--- config.mk ---
export PLATFORM = sky130hd
export DESIGN_NAME = serial_subtractor
export DESIGN_NICKNAME = d
export VERILOG_FILES = /design/src/rtl/serial_subtractor.sv
export SDC_FILE = /design/constraint.sdc
export NUM_CORES = 1
export LEC_CHECK = 0
export BUFFER_PORTS_ARGS = -buffer_cell sky130_fd_sc_hd__buf_4
export CAP_MARGIN = 0
export CORE_ASPECT_RATIO = 0.7
export CORE_MARGIN = 2
export CORE_UTILIZATION = 40
export CTS_CLUSTER_DIAMETER = 120
export DETAILED_ROUTE_END_ITERATION = 8
export PLACE_DENSITY = 0.65
export SYNTH_ARGS = -nofsm -noshare
export SYNTH_HDL_FRONTEND = slang
export SYNTH_SLANG_ARGS = --single-unit
--- constraint.sdc ---
create_clock -name clk -period 2 [get_ports clk]
set_clock_uncertainty 0.1 [all_clocks]
set_input_delay 0.3 -clock clk [delete_from_list [all_inputs] [get_ports clk]]
set_output_delay 0.3 -clock clk [all_outputs]
set_load 0.05 [all_outputs]
--- src/rtl/serial_subtractor.sv ---
// serial_subtractor: bit-serial subtractor, one full-subtractor cell per cycle, LSB first.
// Computes {borrow_out, diff} = a - b - borrow_in (mod 2^(WIDTH+1)).
// Ports:
//   clk        - clock, all state updates on rising edge
//   reset      - synchronous active-high reset
//   start      - begin a subtraction (sampled only in IDLE)
//   a, b       - minuend / subtrahend (WIDTH bits)
//   borrow_in  - initial borrow into bit 0
//   busy       - high while bits are being processed
//   done       - one-cycle pulse when a new result is valid
//   diff       - registered difference (WIDTH bits)
//   borrow_out - registered final borrow
//   result     - {borrow_out, diff}
module serial_subtractor #(
    parameter int unsigned WIDTH = 5
) (
    input  logic             clk,
    input  logic             reset,
    input  logic             start,
    input  logic [WIDTH-1:0] a,
    input  logic [WIDTH-1:0] b,
    input  logic             borrow_in,
    output logic             busy,
    output logic             done,
    output logic [WIDTH-1:0] diff,
    output logic             borrow_out,
    output logic [WIDTH:0]   result
);

    localparam int unsigned CW = $clog2(WIDTH);

    typedef enum logic [1:0] {
        IDLE  = 2'd0,
        SHIFT = 2'd1,
        DONE  = 2'd2
    } state_t;

    state_t           state_q;
    state_t           state_d;
    logic [CW-1:0]    cnt_q;
    logic [WIDTH-1:0] a_q;
    logic [WIDTH-1:0] b_q;
    logic [WIDTH-1:0] sh_q;
    logic             bor_q;
    logic             last_bit;
    logic             d_bit;
    logic             bor_nxt;
    logic             busy_d;
    logic             done_d;

    // Full-subtractor cell on the current LSBs
    assign d_bit    = a_q[0] ^ b_q[0] ^ bor_q;
    assign bor_nxt  = (~a_q[0] & b_q[0]) | (~a_q[0] & bor_q) | (b_q[0] & bor_q);
    assign last_bit = (cnt_q == CW'(WIDTH - 1));

    // State register
    always_ff @(posedge clk) begin
        if (reset) state_q <= IDLE;
        else       state_q <= state_d;
    end

    // Next-state logic
    always_comb begin
        state_d = state_q;
        case (state_q)
            IDLE:    if (start) state_d = SHIFT;
            SHIFT:   if (last_bit) state_d = DONE;
            DONE:    state_d = IDLE;
            default: state_d = IDLE;
        endcase
    end

    // Output decode from the upcoming state, so busy/done are registered alongside it
    always_comb begin
        busy_d = 1'b0;
        done_d = 1'b0;
        case (state_d)
            SHIFT:   busy_d = 1'b1;
            DONE:    done_d = 1'b1;
            default: ;
        endcase
    end

    // Datapath and registered outputs
    always_ff @(posedge clk) begin
        if (reset) begin
            cnt_q      <= '0;
            a_q        <= '0;
            b_q        <= '0;
            sh_q       <= '0;
            bor_q      <= 1'b0;
            busy       <= 1'b0;
            done       <= 1'b0;
            diff       <= '0;
            borrow_out <= 1'b0;
        end else begin
            busy <= busy_d;
            done <= done_d;
            case (state_q)
                IDLE: begin
                    if (start) begin
                        a_q   <= a;
                        b_q   <= b;
                        bor_q <= borrow_in;
                        cnt_q <= '0;
                    end
                end
                SHIFT: begin
                    a_q   <= a_q >> 1;
                    b_q   <= b_q >> 1;
                    sh_q  <= {d_bit, sh_q[WIDTH-1:1]};
                    bor_q <= bor_nxt;
                    cnt_q <= cnt_q + CW'(1);
                    // Final bit: publish the complete word, never partial bits
                    if (last_bit) begin
                        diff       <= {d_bit, sh_q[WIDTH-1:1]};
                        borrow_out <= bor_nxt;
                    end
                end
                default: ;
            endcase
        end
    end

    assign result = {borrow_out, diff};

endmodule

==> qor.tcl <==
set qor(status) {finished clean}
set qor(track_usage_pct) 13.6
set qor(fill_cells) 278
set qor(crit_slowest_cell) {sky130_fd_sc_hd__nand2b_1}
set qor(antennaDiodeCount) 0
set qor(portion_of_total_power_attributed_to_the_clock_network_pct) 37.7
set qor(power.density_nw_per_um2) 819
set qor(critPathArrivalTime_ns) 1.63
set qor(post_cts_resize_count) 0
set qor(placement_rows) 16
set qor(gp_routability_congestion) 0.708
set qor(cp_slowest_stage_delay_ns) 0.59
set qor(syn_to_final_growth_pct) 19.6
set qor(clock_tree.root_cell) {sky130_fd_sc_hd__clkbuf_8}
set qor(syn_avg_cell_area_sq_um) 9.91
set qor(rsz_0062_raised_after_global_routing) {no}
set qor(worst_case_vdd_ir_drop_mv) 0.431
set qor(cellInternalPower_uw) 908
set qor(start_kind) {flop}
set qor(initial_utilization_pct) 42.4
set qor(crit_chain) {nand2b_1 -> nor2_1 -> a211oi_1}
set qor(worstSetupEndpoint) {a_q[3]$_SDFFE_PP0P_}
set qor(placed_cell_area_sq_um) 1350
set qor(clk-insertion-delay-late_ns) 0.27
set qor(synth_edf_count) 0
set qor(worst-slew-pin-transition_ns) 0.713
set qor(cts_tree) {done}
set qor(max-slew-margin-rel_pct) 52.5
set qor(dp_hpwl_um) 1530
set qor(post_cts_setup_bufs) 0
set qor(crit_path_end_kind) {flop}
set qor(sequential_group_share_of_total_power_pct) 51.8
set qor(pwr-share-comb_pct) 10.5
set qor(cts_hold_repair.buffers) 0
set qor(max-cap-violations) 0
set qor(switching_share_pct) 22.0
set qor(reg2regPathDepth) 3
set qor(postLayoutCoreUtil_pct) 50.7
set qor(post_route_wl_um) 2100
set qor(first_iter_violations) 57
set qor(path_max_fanout) 21
set qor(global_route.overflow_total) 0
set qor(setup.worst_path.start) {state_q[1]$_SDFF_PP0_}
set qor(synth_ff_type) {sky130_fd_sc_hd__dfxtp_1}
set qor(vias_per_cell) 4.97
set qor(num_vias) 865
set qor(critical_path.reg2reg.endpoint) {a_q[3]$_SDFFE_PP0P_}
set qor(flop_and_latch_count_out_of_synthesis) 28
set qor(total_leakage_power_nw) 0.639
set qor(timing.final.max_slew_violations) 0
set qor(r2r-start) {state_q[1]$_SDFF_PP0_}
set qor(count_of_warnings_emitted_by_yosys) 0
set qor(detail_route.drc_violations) 0
set qor(netlist.area_leader.share_pct) 47.2
set qor(place.port_buffers) 27
set qor(worst_ep_required_time_ns) 2.08
set qor(grt_antenna_before_repair) 0
set qor(postRouteAntennaNets) 0
set qor(first_global_vias) 819
set qor(total_switching_power_uw) 256
set qor(synthTopCellsByArea) {sky130_fd_sc_hd__dfxtp_1 47%, sky130_fd_sc_hd__mux2i_1 13%, sky130_fd_sc_hd__nor2_1 6.6%}
set qor(layout.cell_area.non_filler_sq_um) 1420
set qor(dieArea_sq_um) 3430
set qor(setup_total_negative_slack_ns) 0
set qor(io-pin-count) 28
set qor(clock_sink_count) 28
set qor(clkTransAtPathRegs_ns) 0.09
set qor(synth_area_sq_um) 1190
set qor(timing.final.crit_share_pct) 77.4
set qor(hp_class) {input pin to flop}
set qor(width_of_the_die_um) 69.2
set qor(synth_top_area_cell) {sky130_fd_sc_hd__dfxtp_1}
set qor(fmax_mhz) 646
set qor(final_hold_viol_count) 0
set qor(drt_pass1_iterations) 4
set qor(worst_case_register_to_register_setup_slack_ns) 0.45
set qor(final_nets) 156
set qor(critPathKind) {flop to flop}
set qor(syn_nets) 137
set qor(synth_cell_types) 23
set qor(routedWlPerCell_um) 12.1
set qor(grt_start_max_net_pins) 29
set qor(report.final.setup_viol) 0
set qor(timing.final.crit_period_ns) 1.55
set qor(first_pass_grt_wire_length_um) 3750
set qor(post_synth_inst_count) 120
set qor(clock_tree.htree_level_count) 1
set qor(cts-buffers-inserted) 3
set qor(clockBufferDepth) 2
set qor(drive_above_1_share_pct) 24.6
set qor(async_reset_ff_share_pct) 0
set qor(chipHeight_um) 49.6
set qor(yosysSeqAreaShare_pct) 47.2
set qor(placeableCoreArea_sq_um) 2800
how the worst min path moves through the flow:
stage               cells past startpoint  slack, ns                    to                 start
floorplan                               2       0.34  sh_q[1]$_SDFFE_PP0N_  sh_q[1]$_SDFFE_PP0N_
global placement                        2       0.35  sh_q[1]$_SDFFE_PP0N_  sh_q[1]$_SDFFE_PP0N_
detailed placement                      2       0.36  sh_q[1]$_SDFFE_PP0N_  sh_q[1]$_SDFFE_PP0N_
CTS                                     3       0.16   b_q[4]$_SDFFE_PP0P_                  b[4]
global route                            3       0.16   b_q[4]$_SDFFE_PP0P_                  b[4]
finish                                  3       0.16   b_q[4]$_SDFFE_PP0P_                  b[4]
layout make-up:
type | instances | area [sq um] | area share, %
Sequential cell | 28 | 561 | 39.4
Multi-Input combinational cell | 75 | 527 | 37.1
Timing Repair Buffer | 27 | 203 | 14.3
Tap cell | 36 | 45.0 | 3.17
Clock buffer | 3 | 41.3 | 2.90
Clock inverter | 1 | 30.0 | 2.11
Inverter | 4 | 15.0 | 1.06
logic make-up (layout without fill, tap and decap cells):
logic type               Yosys count  in the layout  synth area share [%]
flip-flops                        28             28                  47.2
multiplexers                      15             15                  12.6
buffers and inverters             17             35                  8.53
AO/OA/AOI/OAI                     23             23                  14.2
adder cells (fa/ha/maj)            3              3                  3.79
AND/OR/NAND/NOR                   34             34                  13.7
critical path, delay by kind of cell, from the launching register on:
kind,cells,cell delay (ns)
flip-flops,1,0.39
AO/OA/AOI/OAI,1,0.27
AND/OR/NAND/NOR,2,0.69
registers in the layout, summed over array words and instances (netlist names):
name        count
b_q             5
sh_q            4
diff            5
bor_q           1
state_q         2
a_q             5
busy            1
borrow_out      1
done            1
cnt_q           3
cell usage in the layout, fill, tap and decap left out:
master,count
sky130_fd_sc_hd__or2_0,1
sky130_fd_sc_hd__ha_1,2
sky130_fd_sc_hd__a311oi_1,2
sky130_fd_sc_hd__buf_4,27
sky130_fd_sc_hd__nand2_1,7
sky130_fd_sc_hd__nand2b_1,2
sky130_fd_sc_hd__a211oi_2,1
sky130_fd_sc_hd__a21oi_1,5
sky130_fd_sc_hd__nor3b_1,1
sky130_fd_sc_hd__mux2i_1,15
sky130_fd_sc_hd__nand4b_4,1
sky130_fd_sc_hd__fa_1,1
sky130_fd_sc_hd__inv_1,4
sky130_fd_sc_hd__nor2_1,21
sky130_fd_sc_hd__o21bai_1,1
sky130_fd_sc_hd__dfxtp_1,28
sky130_fd_sc_hd__bufinv_16,1
sky130_fd_sc_hd__a211oi_1,10
sky130_fd_sc_hd__and2b_1,1
sky130_fd_sc_hd__clkbuf_8,3
sky130_fd_sc_hd__a21oi_2,1
sky130_fd_sc_hd__a22oi_1,3
power by group through the flow:
stage                     combinational, mW  clock, mW  sequential (mW)
after floorplan                      0.0849          0            0.616
after global placement                0.118          0            0.615
after detailed placement              0.122          0            0.616
after CTS                             0.123      0.453            0.603
after global routing                  0.137      0.479            0.607
final                                 0.122      0.439            0.603
cells in the mapped netlist, types with 2 or more instances:
master / instances
sky130_fd_sc_hd__ha_1: 2
sky130_fd_sc_hd__a211oi_1: 10
sky130_fd_sc_hd__nand2b_1: 2
sky130_fd_sc_hd__buf_2: 3
sky130_fd_sc_hd__mux2i_1: 15
sky130_fd_sc_hd__inv_1: 4
sky130_fd_sc_hd__a311oi_1: 2
sky130_fd_sc_hd__a21oi_1: 5
sky130_fd_sc_hd__nor2_1: 21
sky130_fd_sc_hd__nand2_1: 7
sky130_fd_sc_hd__dfxtp_1: 28
sky130_fd_sc_hd__a22oi_1: 3
sky130_fd_sc_hd__buf_1: 2
sky130_fd_sc_hd__buf_4: 7
through the flow:
stage          hold WS [ns]  cells  setup WS [ns]  power (mW)
3_3_place_gp          0.352    170          0.572       0.733
5_1_grt               0.159    174          0.241        1.22
3_5_place_dp          0.357    170          0.465       0.738
6_report              0.159    174          0.451        1.16
2_1_floorplan         0.336    120          0.683       0.701
4_1_cts               0.161    174          0.454        1.18
layer usage:
metal	GRT usage, %	vias to the layer above	wire, um
met5	0	-	0
met2	22.3	25	951
li1	-	442	-
met4	2.94	0	19
met1	17.2	393	990
met3	5.11	5	140
(Power assumes the default switching activity.)
